## src/rtl/instr_reg_scheduler_if.sv

```systemverilog
// Bus between instruction producers/consumer and instr_reg_scheduler.
// master: producers/consumer side; slave: the scheduler.
interface instr_reg_scheduler_if #(
  parameter int AW    = 5,
  parameter int OPC_W = 4,
  parameter int OPD_W = 32
);
  logic [1:0]              req_valid;
  logic [OPC_W-1:0]        req0_opcode;
  logic [OPC_W-1:0]        req1_opcode;
  logic signed [OPD_W-1:0] req0_op_a;
  logic signed [OPD_W-1:0] req1_op_a;
  logic signed [OPD_W-1:0] req0_op_b;
  logic signed [OPD_W-1:0] req1_op_b;
  logic [1:0]              req_ready;
  logic                    flush;
  logic                    rd_pop;
  logic                    load_en;
  logic [AW-1:0]           write_pointer;
  logic [OPC_W-1:0]        opcode;
  logic signed [OPD_W-1:0] operand_a;
  logic signed [OPD_W-1:0] operand_b;
  logic [AW-1:0]           read_pointer;
  logic                    rd_valid;
  logic [AW:0]             occupancy;

  modport master (
    output req_valid, req0_opcode, req1_opcode, req0_op_a, req1_op_a,
           req0_op_b, req1_op_b, flush, rd_pop,
    input  req_ready, load_en, write_pointer, opcode, operand_a, operand_b,
           read_pointer, rd_valid, occupancy
  );

  modport slave (
    input  req_valid, req0_opcode, req1_opcode, req0_op_a, req1_op_a,
           req0_op_b, req1_op_b, flush, rd_pop,
    output req_ready, load_en, write_pointer, opcode, operand_a, operand_b,
           read_pointer, rd_valid, occupancy
  );
endinterface

```

## src/rtl/instr_reg_scheduler.sv

```systemverilog
// Round-robin write arbiter and FIFO read sequencer that turns the 32-entry
// instruction register into a circular instruction queue.
//
// state    | meaning
// ST_INIT  | post-reset settle, 2 cycles, no grants
// ST_RUN   | normal arbitration, commit and pop
// ST_FLUSH | one cycle after a flush, no grants
module instr_reg_scheduler #(
  parameter int DEPTH = 32,
  parameter int AW    = 5,
  parameter int OPC_W = 4,
  parameter int OPD_W = 32
) (
  input logic                 i_clk,
  input logic                 i_reset_n,
  instr_reg_scheduler_if.slave bus
);

  typedef enum logic [1:0] {ST_INIT, ST_RUN, ST_FLUSH} state_t;

  localparam logic [1:0] INIT_LOAD = 2'd1;

  state_t                  r_state, w_state_nxt;
  logic [1:0]              r_init_cnt;
  logic                    r_prio;
  logic [AW-1:0]           r_wr_ptr;
  logic [AW-1:0]           r_wp_out;
  logic [AW-1:0]           r_rd_ptr;
  logic                    r_load_en;
  logic                    r_rd_valid;
  logic [AW:0]             r_occ;
  logic [OPC_W-1:0]        r_opcode;
  logic signed [OPD_W-1:0] r_op_a;
  logic signed [OPD_W-1:0] r_op_b;

  logic [AW+1:0]           w_fill;
  logic                    w_full;
  logic                    w_can_grant;
  logic [1:0]              w_grant;
  logic                    w_xfer;
  logic                    w_flush;
  logic                    w_pop;
  logic [AW:0]             w_occ_nxt;

  // Fill counts the in-flight write so a grant never overruns the register.
  assign w_fill      = {1'b0, r_occ} + (AW+2)'(r_load_en);
  assign w_full      = (w_fill == (AW+2)'(DEPTH));
  assign w_can_grant = (r_state == ST_RUN) && !bus.flush && !w_full;
  assign w_xfer      = |w_grant;
  assign w_flush     = (r_state == ST_RUN) && bus.flush;
  assign w_pop       = bus.rd_pop && r_rd_valid && !w_flush;
  assign w_occ_nxt   = r_occ + (AW+1)'(r_load_en) - (AW+1)'(w_pop);

  // Round-robin grant: sole requester wins, ties go to the priority holder.
  always_comb begin
    w_grant = 2'b00;
    if (w_can_grant) begin
      if (bus.req_valid == 2'b11) w_grant = r_prio ? 2'b10 : 2'b01;
      else                        w_grant = bus.req_valid;
    end
  end

  // State register and INIT down-counter.
  always_ff @(posedge i_clk) begin
    if (!i_reset_n) begin
      r_state    <= ST_INIT;
      r_init_cnt <= INIT_LOAD;
    end else begin
      r_state <= w_state_nxt;
      if (r_state == ST_INIT && r_init_cnt != 2'd0) r_init_cnt <= r_init_cnt - 2'd1;
    end
  end

  // Next-state logic.
  always_comb begin
    w_state_nxt = r_state;
    unique case (r_state)
      ST_INIT:  if (r_init_cnt == 2'd0) w_state_nxt = ST_RUN;
      ST_RUN:   if (bus.flush) w_state_nxt = ST_FLUSH;
      ST_FLUSH: w_state_nxt = ST_RUN;
      default:  w_state_nxt = ST_INIT;
    endcase
  end

  // Write-port registers, pointers and occupancy; flush drops the in-flight write.
  always_ff @(posedge i_clk) begin
    if (!i_reset_n) begin
      r_prio     <= 1'b0;
      r_wr_ptr   <= '0;
      r_wp_out   <= '0;
      r_rd_ptr   <= '0;
      r_load_en  <= 1'b0;
      r_rd_valid <= 1'b0;
      r_occ      <= '0;
      r_opcode   <= '0;
      r_op_a     <= '0;
      r_op_b     <= '0;
    end else if (w_flush) begin
      r_prio     <= 1'b0;
      r_wr_ptr   <= '0;
      r_wp_out   <= '0;
      r_rd_ptr   <= '0;
      r_load_en  <= 1'b0;
      r_rd_valid <= 1'b0;
      r_occ      <= '0;
    end else begin
      r_load_en <= w_xfer;
      if (w_xfer) begin
        r_wp_out <= r_wr_ptr;
        r_wr_ptr <= r_wr_ptr + AW'(1);
        r_prio   <= w_grant[0];
        if (w_grant[0]) begin
          r_opcode <= bus.req0_opcode;
          r_op_a   <= bus.req0_op_a;
          r_op_b   <= bus.req0_op_b;
        end else begin
          r_opcode <= bus.req1_opcode;
          r_op_a   <= bus.req1_op_a;
          r_op_b   <= bus.req1_op_b;
        end
      end
      if (w_pop) r_rd_ptr <= r_rd_ptr + AW'(1);
      r_occ      <= w_occ_nxt;
      r_rd_valid <= (w_occ_nxt != '0);
    end
  end

  assign bus.req_ready     = w_grant;
  assign bus.load_en       = r_load_en;
  assign bus.write_pointer = r_wp_out;
  assign bus.opcode        = r_opcode;
  assign bus.operand_a     = r_op_a;
  assign bus.operand_b     = r_op_b;
  assign bus.read_pointer  = r_rd_ptr;
  assign bus.rd_valid      = r_rd_valid;
  assign bus.occupancy     = r_occ;

endmodule
```

## src/flat_wrapper.sv

```systemverilog
// flat-port wrapper written by rule: the top's interface ports become plain ports
module instr_reg_scheduler_flat 
#(
  parameter int DEPTH = 32,
  parameter int AW    = 5,
  parameter int OPC_W = 4,
  parameter int OPD_W = 32
)
  (i_clk, i_reset_n, bus_req_valid, bus_req0_opcode, bus_req1_opcode, bus_req0_op_a, bus_req1_op_a, bus_req0_op_b, bus_req1_op_b, bus_flush, bus_rd_pop, bus_req_ready, bus_load_en, bus_write_pointer, bus_opcode, bus_operand_a, bus_operand_b, bus_read_pointer, bus_rd_valid, bus_occupancy);
  instr_reg_scheduler_if #(.AW(AW), .OPC_W(OPC_W), .OPD_W(OPD_W)) bus_i ();
  input logic i_clk;
  input logic i_reset_n;
  input wire logic [$bits(bus_i.req_valid)-1:0] bus_req_valid;
  input wire logic [$bits(bus_i.req0_opcode)-1:0] bus_req0_opcode;
  input wire logic [$bits(bus_i.req1_opcode)-1:0] bus_req1_opcode;
  input wire logic [$bits(bus_i.req0_op_a)-1:0] bus_req0_op_a;
  input wire logic [$bits(bus_i.req1_op_a)-1:0] bus_req1_op_a;
  input wire logic [$bits(bus_i.req0_op_b)-1:0] bus_req0_op_b;
  input wire logic [$bits(bus_i.req1_op_b)-1:0] bus_req1_op_b;
  input wire logic [$bits(bus_i.flush)-1:0] bus_flush;
  input wire logic [$bits(bus_i.rd_pop)-1:0] bus_rd_pop;
  output wire logic [$bits(bus_i.req_ready)-1:0] bus_req_ready;
  output wire logic [$bits(bus_i.load_en)-1:0] bus_load_en;
  output wire logic [$bits(bus_i.write_pointer)-1:0] bus_write_pointer;
  output wire logic [$bits(bus_i.opcode)-1:0] bus_opcode;
  output wire logic [$bits(bus_i.operand_a)-1:0] bus_operand_a;
  output wire logic [$bits(bus_i.operand_b)-1:0] bus_operand_b;
  output wire logic [$bits(bus_i.read_pointer)-1:0] bus_read_pointer;
  output wire logic [$bits(bus_i.rd_valid)-1:0] bus_rd_valid;
  output wire logic [$bits(bus_i.occupancy)-1:0] bus_occupancy;
  assign bus_i.req_valid = bus_req_valid;
  assign bus_i.req0_opcode = bus_req0_opcode;
  assign bus_i.req1_opcode = bus_req1_opcode;
  assign bus_i.req0_op_a = bus_req0_op_a;
  assign bus_i.req1_op_a = bus_req1_op_a;
  assign bus_i.req0_op_b = bus_req0_op_b;
  assign bus_i.req1_op_b = bus_req1_op_b;
  assign bus_i.flush = bus_flush;
  assign bus_i.rd_pop = bus_rd_pop;
  assign bus_req_ready = bus_i.req_ready;
  assign bus_load_en = bus_i.load_en;
  assign bus_write_pointer = bus_i.write_pointer;
  assign bus_opcode = bus_i.opcode;
  assign bus_operand_a = bus_i.operand_a;
  assign bus_operand_b = bus_i.operand_b;
  assign bus_read_pointer = bus_i.read_pointer;
  assign bus_rd_valid = bus_i.rd_valid;
  assign bus_occupancy = bus_i.occupancy;
  instr_reg_scheduler #(.DEPTH(DEPTH), .AW(AW), .OPC_W(OPC_W), .OPD_W(OPD_W)) u_core (.i_clk(i_clk), .i_reset_n(i_reset_n), .bus(bus_i));
endmodule
```

## config.mk

```make
export PLATFORM = sky130hd
export DESIGN_NAME = instr_reg_scheduler_flat
export DESIGN_NICKNAME = d
export VERILOG_FILES = /design/src/rtl/instr_reg_scheduler_if.sv /design/src/rtl/instr_reg_scheduler.sv /design/src/flat_wrapper.sv
export SDC_FILE = /design/constraint.sdc
export NUM_CORES = 1
export LEC_CHECK = 0
export CAP_MARGIN = 20
export CORE_MARGIN = 2
export CORE_UTILIZATION = 40
export CTS_CLUSTER_DIAMETER = 50
export CTS_CLUSTER_SIZE = 12
export DETAILED_ROUTE_END_ITERATION = 7
export PLACE_DENSITY = 0.84
export SYNTH_ARGS = -nofsm -noshare
export SYNTH_HDL_FRONTEND = slang
export SYNTH_SLANG_ARGS = --single-unit
```

## constraint.sdc

```tcl
create_clock -name i_clk -period 6.99 [get_ports i_clk]
set_input_delay 1.398 -clock i_clk [delete_from_list [all_inputs] [get_ports i_clk]]
set_output_delay 1.398 -clock i_clk [all_outputs]
set_load 0.1 [all_outputs]
```

==> results of run 1 <==
[sequential cells by signal, summed over array words and instances, names as in the netlist, 2 cells and up]
| name | flops |
|---|---|
| u_core.r_wr_ptr | 5 |
| u_core.bus.operand_a | 32 |
| u_core.bus.operand_b | 32 |
| u_core.r_state | 2 |
| u_core.bus.opcode | 4 |
| u_core.bus.occupancy | 6 |
| u_core.bus.read_pointer | 5 |
| u_core.r_init_cnt | 2 |
| u_core.bus.write_pointer | 5 |
[layout make-up]
class,count,area [um2],share of cell area (%)
diodes,1,2.50,0.0377
clock buffers,13,139,2.09
clock inverters,3,90.1,1.36
inverters,14,52.6,0.792
multi-input cells,314,1950,29.3
flip-flops and latches,96,1920,28.9
well taps,133,166,2.51
repair buffers,233,2320,34.9
[cell families after synthesis]
logic type	Yosys count	share of synthesized area (%)
AO/OA/AOI/OAI	159	25.6
AND/OR/NAND/NOR	120	12.4
flip-flops	96	47.4
buffers and inverters	47	5.15
adder cells (fa/ha/maj)	16	5.12
XOR/XNOR	11	2.38
multiplexers	8	1.98
[synthesized netlist by cell type (7+ instances only)]
| cell | n | area share [%] |
|---|---|---|
| nor2_1 | 24 | 2.2 |
| xor2_1 | 7 | 1.5 |
| buf_2 | 17 | 2.1 |
| inv_1 | 13 | 1.2 |
| nand2_1 | 75 | 6.9 |
| a21oi_1 | 75 | 9.3 |
| dfxtp_1 | 96 | 47 |
| ha_1 | 15 | 4.6 |
| a22oi_1 | 68 | 13 |
| clkbuf_1 | 14 | 1.3 |
| mux2i_1 | 8 | 2.0 |
[worst max-delay path: stages]
cell             delay [ns]
clkdlybuf4s50_1        0.43
or3b_1                 0.48
a311oi_4               0.25
clkdlybuf4s50_1        1.18
[layer usage]
| metal | track usage, % | routed length, um | vias up |
|---|---|---|---|
| li1 | - | - | 2040 |
| met1 | 24.3 | 4900 | 1936 |
| met2 | 42.6 | 6690 | 152 |
| met3 | 7.05 | 986 | 23 |
| met4 | 8.95 | 340 | 0 |
| met5 | 0 | 0 | - |
[cells in the final DEF, fill, tap and decap left out, drive strengths merged, types with 4 or more instances in the layout]
cell | synthesis | final
xor2 | 7 | 7
nand3 | 4 | 4
buf | 19 | 5
o21ai | 4 | 4
clkdlybuf4s50 | 0 | 228
xnor2 | 4 | 4
mux2i | 8 | 8
inv | 14 | 14
a21oi | 75 | 75
nor2 | 24 | 24
clkbuf | 14 | 13
nand2 | 75 | 75
and3 | 4 | 4
dfxtp | 96 | 96
ha | 15 | 15
a22oi | 68 | 68
[power by group through the flow]
stage	registers [uW]	logic, uW	clock network [uW]
after floorplan	970	276	0
after global placement	654	807	0
after detailed placement	656	830	0
after CTS	644	832	430
after global routing	651	876	451
final	644	830	420
[stage by stage]
stage / total power, uW / setup slack (ns) / area, um2
floorplan: 1250 / 2.84 / 4050
global placement: 1460 / 1.89 / 6410
detailed placement: 1490 / 1.85 / 6410
CTS: 1910 / 1.84 / 6640
global route: 1980 / 1.81 / 6640
finish: 1890 / 1.86 / 6640
[path summary, 6_finish.rpt]
path                            cells past startpoint                                  endpoint                                  start  slack [ns]
worst min-delay path                                2     u_core.bus.operand_a[22]$_SDFFE_PN0P_  u_core.bus.operand_a[22]$_SDFFE_PN0P_        0.45
worst max register to register                      7  u_core.bus.write_pointer[4]$_SDFFE_PP0P_     u_core.bus.occupancy[0]$_SDFF_PP0_        3.73
worst max-delay path                                4                          bus_req_ready[0]                              bus_flush        1.86
worst min register to register                      2     u_core.bus.operand_a[22]$_SDFFE_PN0P_  u_core.bus.operand_a[22]$_SDFFE_PN0P_        0.45
==> results.sh, run 1 <==
export IMPL_status="finished, final reports clean"
export IMPL_power_leakage_uw=0.00237
export IMPL_num_rows=36
export IMPL_holdWs_ns=0.453
export IMPL_finalMaxSlewViolations=0
export IMPL_cap_violations=0
export IMPL_synth_nets=615
export IMPL_critical_path_class="primary input to output pin"
export IMPL_rsz0062_at_grt="no"
export IMPL_fill_cells=803
export IMPL_cts_sinks=96
export IMPL_ir_worst_vdd_mv=0.258
export IMPL_drt_iter0_drc=182
export IMPL_num_nets_final=826
export IMPL_wl_um=12900
export IMPL_cts_root_buf="clkbuf_8"
export IMPL_syn_area_um2=4050
export IMPL_place_congestion=0.814
export IMPL_hpwl_um=9700
export IMPL_clock_skew_ns=0.0109
export IMPL_fp_dieH_um=105
export IMPL_crit_path_start_kind="primary input"
export IMPL_layout_cells_non_filler=807
export IMPL_clk_pin_slew_ns=0.08
export IMPL_cts_tree="done"
export IMPL_tightest_slew_ns=1.04
export IMPL_io_buffer_count=229
export IMPL_start_util_pct=41.3
export IMPL_synth_enable_flop_cells=0
export IMPL_p_comb_share_pct=43.8
export IMPL_synthCells=457
export IMPL_path_max_fanout=4
export IMPL_pin_count=230
export IMPL_clock_path_buffers=2
export IMPL_finalSetupViolations=0
export IMPL_drc=0
export IMPL_antenna_found_initial=1
export IMPL_switching_share_pct=41.3
export IMPL_pwr_share_clk_pct=22.2
export IMPL_fmax_mhz=195
export IMPL_die_w_um=105
export IMPL_crit_required_ns=5.59
export IMPL_ys_ff_latch=96
export IMPL_switching_power_uw=782
export IMPL_clock_latency_ns=0.35
export IMPL_powerDensity_nw_per_um2=285
export IMPL_yosysUniqueCellTypes=38
export IMPL_syn2layout_area_growth_pct=63.8
export IMPL_cts_hold_buf=0
export IMPL_arrival_ns=3.73
export IMPL_detail_route_antenna_nets=0
export IMPL_ys_warn_count=0
export IMPL_core_um2=9820
export IMPL_syn_avg_cell_area_um2=8.87
export IMPL_cts_resized=0
export IMPL_vias_per_cell=5.14
export IMPL_ys_seq_area_share_pct=47.4
export IMPL_cts_setup_buffers=0
export IMPL_placedCellCount=790
export IMPL_cts_htree_levels=3
export IMPL_cts_buffers=9
export IMPL_slew_headroom_pct=30.3
export IMPL_grt_pass1_wl_um=20300
export IMPL_grtUsageTotal_pct=23.0
export IMPL_final_util_pct=67.6
export IMPL_grt_pass1_vias=4168
export IMPL_min_period_over_period_pct=73.4
export IMPL_die_area_um2=11000
export IMPL_grt_max_degree=70
export IMPL_wl_per_cell_um=16.0
export IMPL_pwr_share_seq_pct=34.0
export IMPL_p_int_uw=1110
export IMPL_critPathCaptureType="output pin"
export IMPL_hp_class="flop to flop"
export IMPL_timing_final_crit_period_ns=5.13
export IMPL_drive_gt1_share_pct=3.42
export IMPL_first_pass_iters=6
export IMPL_overflow=0
export IMPL_vias=4151
export IMPL_tns_ns=0
export IMPL_hold_violations=0
export IMPL_synth_ff_type="dfxtp_1"
export IMPL_async_flop_share_pct=0
No activity file was read; power rests on OpenSTA's default activity.
==> inputs of run 2 (changes only) <==
--- a/config.mk
+++ b/config.mk
@@ -7,11 +7,11 @@
 export LEC_CHECK = 0
 export CAP_MARGIN = 20
 export CORE_MARGIN = 2
-export CORE_UTILIZATION = 40
+export CORE_UTILIZATION = 38
 export CTS_CLUSTER_DIAMETER = 50
 export CTS_CLUSTER_SIZE = 12
 export DETAILED_ROUTE_END_ITERATION = 7
-export PLACE_DENSITY = 0.84
+export PLACE_DENSITY = 0.81
 export SYNTH_ARGS = -nofsm -noshare
 export SYNTH_HDL_FRONTEND = slang
 export SYNTH_SLANG_ARGS = --single-unit
==> constraint.sdc (replaced) <==
create_clock -name i_clk -period 5.25 [get_ports i_clk]
set_input_delay 1.05 -clock i_clk [delete_from_list [all_inputs] [get_ports i_clk]]
set_output_delay 1.05 -clock i_clk [all_outputs]
set_load 0.1 [all_outputs]
==> run 2 against run 1 <==
Die area up 5.1%. Register-to-register slack worse by 1.7 ns. Non-clock buffer count unchanged. Largest power group unchanged.
==> results.sh, run 2 (synthesis results as in run 1) <==
export IMPL_status="finished, final reports clean"
export IMPL_pin_count=230
export IMPL_grtUsageTotal_pct=21.4
export IMPL_overflow=0
export IMPL_num_nets_final=826
export IMPL_fin_ws_ns=1.63
export IMPL_final_cell_mix="227 x clkdlybuf4s50_1, 96 x dfxtp_1, 75 x nand2_1, 75 x a21oi_1, 68 x a22oi_1"
export IMPL_cts_hold_buf=0
export IMPL_r2r_start="u_core.bus.occupancy[0]$_SDFF_PP0_"
export IMPL_min_period_over_period_pct=69.0
export IMPL_powerDensity_nw_per_um2=365
export IMPL_critPathCaptureType="output pin"
export IMPL_first_pass_iters=6
export IMPL_detail_route_antenna_nets=0
export IMPL_mostFrequentLayoutCell="clkdlybuf4s50_1"
export IMPL_cp_num_buf_inv=2
export IMPL_timing_rr_end="u_core.bus.operand_a[30]$_SDFFE_PN0P_"
export IMPL_met1_usage_pct=24.0
export IMPL_clock_latency_ns=0.35
export IMPL_cts_sinks=96
export IMPL_cp_startpoint="bus_flush"
export IMPL_seq_area_um2=1920
export IMPL_place_area_um2=6420
export IMPL_diodes=0
export IMPL_arrival_ns=2.57
export IMPL_final_util_pct=63.9
export IMPL_fp_dieH_um=107
export IMPL_power_leakage_uw=0.00235
export IMPL_r2r_slack_ns=2.07
export IMPL_drc=0
export IMPL_ir_worst_vdd_mv=0.233
export IMPL_timing_final_crit_period_ns=3.62
export IMPL_worst_path_stages=4
export IMPL_start_util_pct=39.3
export IMPL_finalSetupViolations=0
export IMPL_tns_ns=0
export IMPL_cts_htree_levels=3
export IMPL_cts_resized=0
export IMPL_critPathMaxStageDelay_ns=0.48
export IMPL_vias=4111
export IMPL_drt_iter0_drc=195
export IMPL_path_max_fanout=4
export IMPL_grt_pass1_vias=4085
export IMPL_crit_path_start_kind="primary input"
export IMPL_crit_family="buffers and inverters"
export IMPL_syn2layout_area_growth_pct=62.6
export IMPL_cts_root_buf="clkbuf_8"
export IMPL_fill_cells=840
export IMPL_vias_per_cell=5.08
export IMPL_fmax_mhz=276
export IMPL_cts_setup_buffers=0
export IMPL_hp_class="flop to flop"
export IMPL_cp_slowest_cell="or3b_1"
export IMPL_clk_pin_slew_ns=0.10
export IMPL_rsz0062_at_grt="no"
export IMPL_reg2reg_depth=7
export IMPL_grt_busiest_layer="met2"
export IMPL_drive_gt1_share_pct=4.01
export IMPL_wl_per_cell_um=15.5
export IMPL_io_buffer_count=229
export IMPL_slew_headroom_pct=31.0
export IMPL_stdcell_area_um2=6590
export IMPL_antenna_found_initial=0
export IMPL_grt_max_degree=70
export IMPL_grtUsageMet2_pct=39.6
export IMPL_clock_path_buffers=2
export IMPL_crit_required_ns=4.20
export IMPL_finalMaxSlewViolations=0
export IMPL_tightest_slew_ns=1.03
export IMPL_num_rows=37
export IMPL_min_delay_start="u_core.bus.operand_a[27]$_SDFFE_PN0P_"
export IMPL_cap_violations=0
export IMPL_dp_slack_ns=1.34
export IMPL_die_w_um=107
export IMPL_hpwl_um=9470
export IMPL_clock_skew_ns=0.0119
export IMPL_use_met3_pct=6.30
export IMPL_cts_tree="done"
export IMPL_cts_buffers=9
export IMPL_crit_end="bus_req_ready[1]"
export IMPL_core_um2=10300
export IMPL_grt_pass1_wl_um=19900
export IMPL_die_area_um2=11500
export IMPL_wl_um=12500
export IMPL_critical_path_class="primary input to output pin"
export IMPL_hold_violations=0
export IMPL_multiInputGateArea_um2=1950
export IMPL_place_congestion=0.835
export IMPL_path_cells="clkdlybuf4s50_1 -> or3b_1 -> a311oi_4 -> buf_4"
[run 2: cell count changes in the layout (fill, tap and decap cells not counted), sizes merged]
| cell | change |
|---|---|
| buf | +1 |
| bufinv | -3 |
| clkbuf | -3 |
| clkdlybuf4s50 | -1 |
| clkinv | +3 |
| clkinvlp | +1 |
| diode | -1 |
| inv | +2 |
[run 2: worst register-to-register path, delay by kind of cell, from the launching register on]
family | cells | cell delay (ns)
buf+inv | 1 | 0.54
flops | 1 | 0.36
fa+ha+maj | 2 | 0.58
simple gates | 1 | 0.12
compound gates | 3 | 1.51
[run 2: final cells by class]
class,instances,area share (%)
clock buffer,10,1.94
clock inverter,6,0.664
inverter,14,0.797
multi-input combinational,314,29.5
sequential,96,29.2
tap,136,2.58
timing repair buffer,233,35.3
[run 2: how the worst min path moves through the flow]
stage,endpoint,slack (ns),cells after the start
floorplan,u_core.r_wr_ptr[4]$_SDFFE_PP0P_,0.46,2
global placement,u_core.bus.operand_b[16]$_SDFFE_PN0P_,0.44,2
detailed placement,u_core.bus.operand_a[24]$_SDFFE_PN0P_,0.44,2
CTS,u_core.bus.operand_b[3]$_SDFFE_PN0P_,0.46,2
global route,u_core.bus.operand_a[4]$_SDFFE_PN0P_,0.47,2
finish,u_core.bus.operand_a[27]$_SDFFE_PN0P_,0.45,2
[run 2: power by group]
part / switching (uW) / internal (uW) / total [uW]
registers: 58.5 / 801 / 859
clock network: 258 / 175 / 433
logic: 753 / 362 / 1110
total: 1070 / 1340 / 2410
[run 2: metal layers]
metal | wire length (um) | share of wire [%]
met1 | 4890 | 39
met2 | 6350 | 51
met3 | 1060 | 8.5
met4 | 239 | 1.9
met5 | 0 | 0
[run 2: through the flow]
stage / total power (uW) / cells / hold slack, ns
6_report: 2410 / 809 / 0.453
5_1_grt: 2540 / 809 / 0.471
4_1_cts: 2420 / 809 / 0.456
3_5_place_dp: 1990 / 793 / 0.442
2_1_floorplan: 1660 / 457 / 0.457
3_3_place_gp: 1950 / 792 / 0.438
==> inputs of run 3 (changes only) <==
--- a/config.mk
+++ b/config.mk
@@ -7,11 +7,11 @@
 export LEC_CHECK = 0
 export CAP_MARGIN = 20
 export CORE_MARGIN = 2
-export CORE_UTILIZATION = 38
+export CORE_UTILIZATION = 35
 export CTS_CLUSTER_DIAMETER = 50
 export CTS_CLUSTER_SIZE = 12
 export DETAILED_ROUTE_END_ITERATION = 7
-export PLACE_DENSITY = 0.81
+export PLACE_DENSITY = 0.78
 export SYNTH_ARGS = -nofsm -noshare
 export SYNTH_HDL_FRONTEND = slang
 export SYNTH_SLANG_ARGS = --single-unit
==> constraint.sdc (replaced) <==
create_clock -name i_clk -period 3.3 [get_ports i_clk]
set_input_delay 0.66 -clock i_clk [delete_from_list [all_inputs] [get_ports i_clk]]
set_output_delay 0.66 -clock i_clk [all_outputs]
set_load 0.1 [all_outputs]
==> run 3 against run 2 <==
Cell count is 1.6% higher. Combinational power is 59% higher. Core utilization is 5.9 points lower. Worst setup slack worse by 1.3 ns. Sequential power is 59% higher. Clock-buffer cell count is 1 higher. First-iteration DRC count is 19% higher. Largest cell class unchanged. Largest power group unchanged.
==> results.sh, run 3 (synthesis results as in run 1) <==
export IMPL_crit_path_start_kind="primary input"
export IMPL_reg2reg_depth=7
export IMPL_drive_gt1_share_pct=17.8
export IMPL_cts_sinks=96
export IMPL_tns_ns=0
export IMPL_cts_hold_buf=0
export IMPL_grtUsageTotal_pct=19.7
export IMPL_hp_class="flop to flop"
export IMPL_vias=4118
export IMPL_cts_setup_buffers=0
export IMPL_cts_tree="done"
export IMPL_pin_count=230
export IMPL_placedCellCount=806
export IMPL_cts_root_buf="clkbuf_16"
export IMPL_detail_route_antenna_nets=0
export IMPL_hpwl_um=9600
export IMPL_drc=0
export IMPL_min_delay_start="u_core.bus.operand_a[29]$_SDFFE_PN0P_"
export IMPL_hold_path_depth=2
export IMPL_grt_pass1_wl_um=20100
export IMPL_clk_pin_slew_ns=0.06
export IMPL_arrival_ns=3.16
export IMPL_status="finished, final reports clean"
export IMPL_num_rows=39
export IMPL_wl_per_cell_um=15.3
export IMPL_ir_worst_vdd_mv=0.538
export IMPL_r2r_start="u_core.bus.occupancy[0]$_SDFF_PP0_"
export IMPL_critPathMaxStageDelay_ns=0.64
export IMPL_antenna_found_initial=0
export IMPL_finalSetupViolations=0
export IMPL_crit_required_ns=3.49
export IMPL_first_pass_iters=5
export IMPL_core_um2=11400
export IMPL_fp_dieH_um=112
export IMPL_clock_path_buffers=2
export IMPL_start_util_pct=35.7
export IMPL_rsz0062_at_grt="no"
export IMPL_num_nets_final=832
export IMPL_tightest_slew_ns=0.670
export IMPL_cts_buffers=9
export IMPL_die_w_um=112
export IMPL_clock_skew_ns=0.00813
export IMPL_finalPower_uw=4160
export IMPL_drt_iter0_drc=232
export IMPL_path_max_fanout=3
export IMPL_holdPathEnd="u_core.bus.operand_a[29]$_SDFFE_PN0P_"
export IMPL_fmax_mhz=337
export IMPL_vias_per_cell=5.01
export IMPL_die_area_um2=12500
export IMPL_cp_num_buf_inv=2
export IMPL_cts_htree_levels=3
export IMPL_cap_violations=0
export IMPL_syn2layout_area_growth_pct=62.5
export IMPL_timing_final_crit_period_ns=2.97
export IMPL_path_cells="clkdlybuf4s50_1 -> nand3b_1 -> and3_1 -> ha_1 -> inv_1 -> ha_1 -> a21o_1 -> a21oi_1 -> or4b_2 -> o2111ai_1 -> a41oi_1"
export IMPL_overflow=0
export IMPL_clock_latency_ns=0.33
export IMPL_io_buffer_count=229
export IMPL_critPathCaptureType="flop"
export IMPL_grt_max_degree=49
export IMPL_final_cell_mix="141 x clkdlybuf4s50_1, 95 x buf_4, 94 x dfxtp_1"
export IMPL_cts_resized=0
export IMPL_place_congestion=0.858
export IMPL_mostFrequentLayoutCell="clkdlybuf4s50_1"
export IMPL_timing_rr_end="u_core.r_wr_ptr[1]$_SDFFE_PP0P_"
export IMPL_wl_um=12500
export IMPL_finalMaxSlewViolations=0
export IMPL_powerDensity_nw_per_um2=632
export IMPL_layout_cells_non_filler=822
export IMPL_crit_family="simple AND/OR/NAND/NOR gates"
export IMPL_slew_headroom_pct=55.3
export IMPL_cp_slowest_cell="or4b_2"
export IMPL_critical_path_class="primary input to flop"
export IMPL_min_period_over_period_pct=90.0
export IMPL_r2r_slack_ns=0.58
export IMPL_hold_violations=0
export IMPL_grt_pass1_vias=4018
export IMPL_diodes=0
export IMPL_power_leakage_uw=0.00262
export IMPL_cpMostUsedCell="ha_1"
-- run 3: stage by stage --
stage                     instance area, um2  hold slack, ns  setup slack [ns]  util [%]
after floorplan                         4060           0.457            0.0251         -
after global placement                  6290           0.439             0.131      55.3
after detailed placement                6290           0.446           0.00947      55.3
after CTS                               6590           0.454             0.362      57.9
after global routing                    6590           0.463             0.155      57.9
final                                   6590           0.453             0.330      57.9
-- run 3: area by class of cell --
| cell class | count | area, um2 |
|---|---|---|
| Fill cell | 1007 | 4780 |
| Timing Repair Buffer | 239 | 2180 |
| Multi-Input combinational cell | 314 | 1950 |
| Sequential cell | 96 | 1920 |
| Clock buffer | 11 | 243 |
| Tap cell | 143 | 179 |
| Clock inverter | 5 | 56.3 |
| Inverter | 14 | 52.6 |
-- run 3: per-layer routing --
metal | share of wire (%) | track usage, % | vias to the layer above
li1 | - | - | 2053
met1 | 40 | 23.0 | 1901
met2 | 51 | 35.9 | 150
met3 | 7.5 | 4.14 | 14
met4 | 1.4 | 6.09 | 0
met5 | 0 | 0 | -
-- run 3: how the worst max path moves through the flow --
stage	slack, ns	from	endpoint	cells past startpoint
floorplan	0.03	u_core.bus.occupancy[2]$_SDFF_PP0_	bus_req_ready[1]	5
global placement	0.13	bus_flush	u_core.bus.rd_valid$_SDFF_PP0_	11
detailed placement	0.009	bus_flush	u_core.bus.rd_valid$_SDFF_PP0_	11
CTS	0.36	bus_flush	u_core.bus.rd_valid$_SDFF_PP0_	11
global route	0.16	bus_flush	u_core.bus.rd_valid$_SDFF_PP0_	12
finish	0.33	bus_flush	u_core.bus.rd_valid$_SDFF_PP0_	11
-- run 3: worst reg2reg max path: stages, from the launching register on --
cell and delay [ns]:
dfxtp_2 0.34, ha_1 0.25, ha_1 0.32, a2111oi_4 0.51, a311o_2 0.52, buf_4 0.38, mux2i_1 0.23, nor2_1 0.05
-- run 3: power by group --
part	internal, uW	switching, uW	leakage (uW)
Sequential	1280	95.8	0.000779
Combinational	568	1200	0.00169
Clock	607	419	0.000145
Total	2450	1710	0.00262
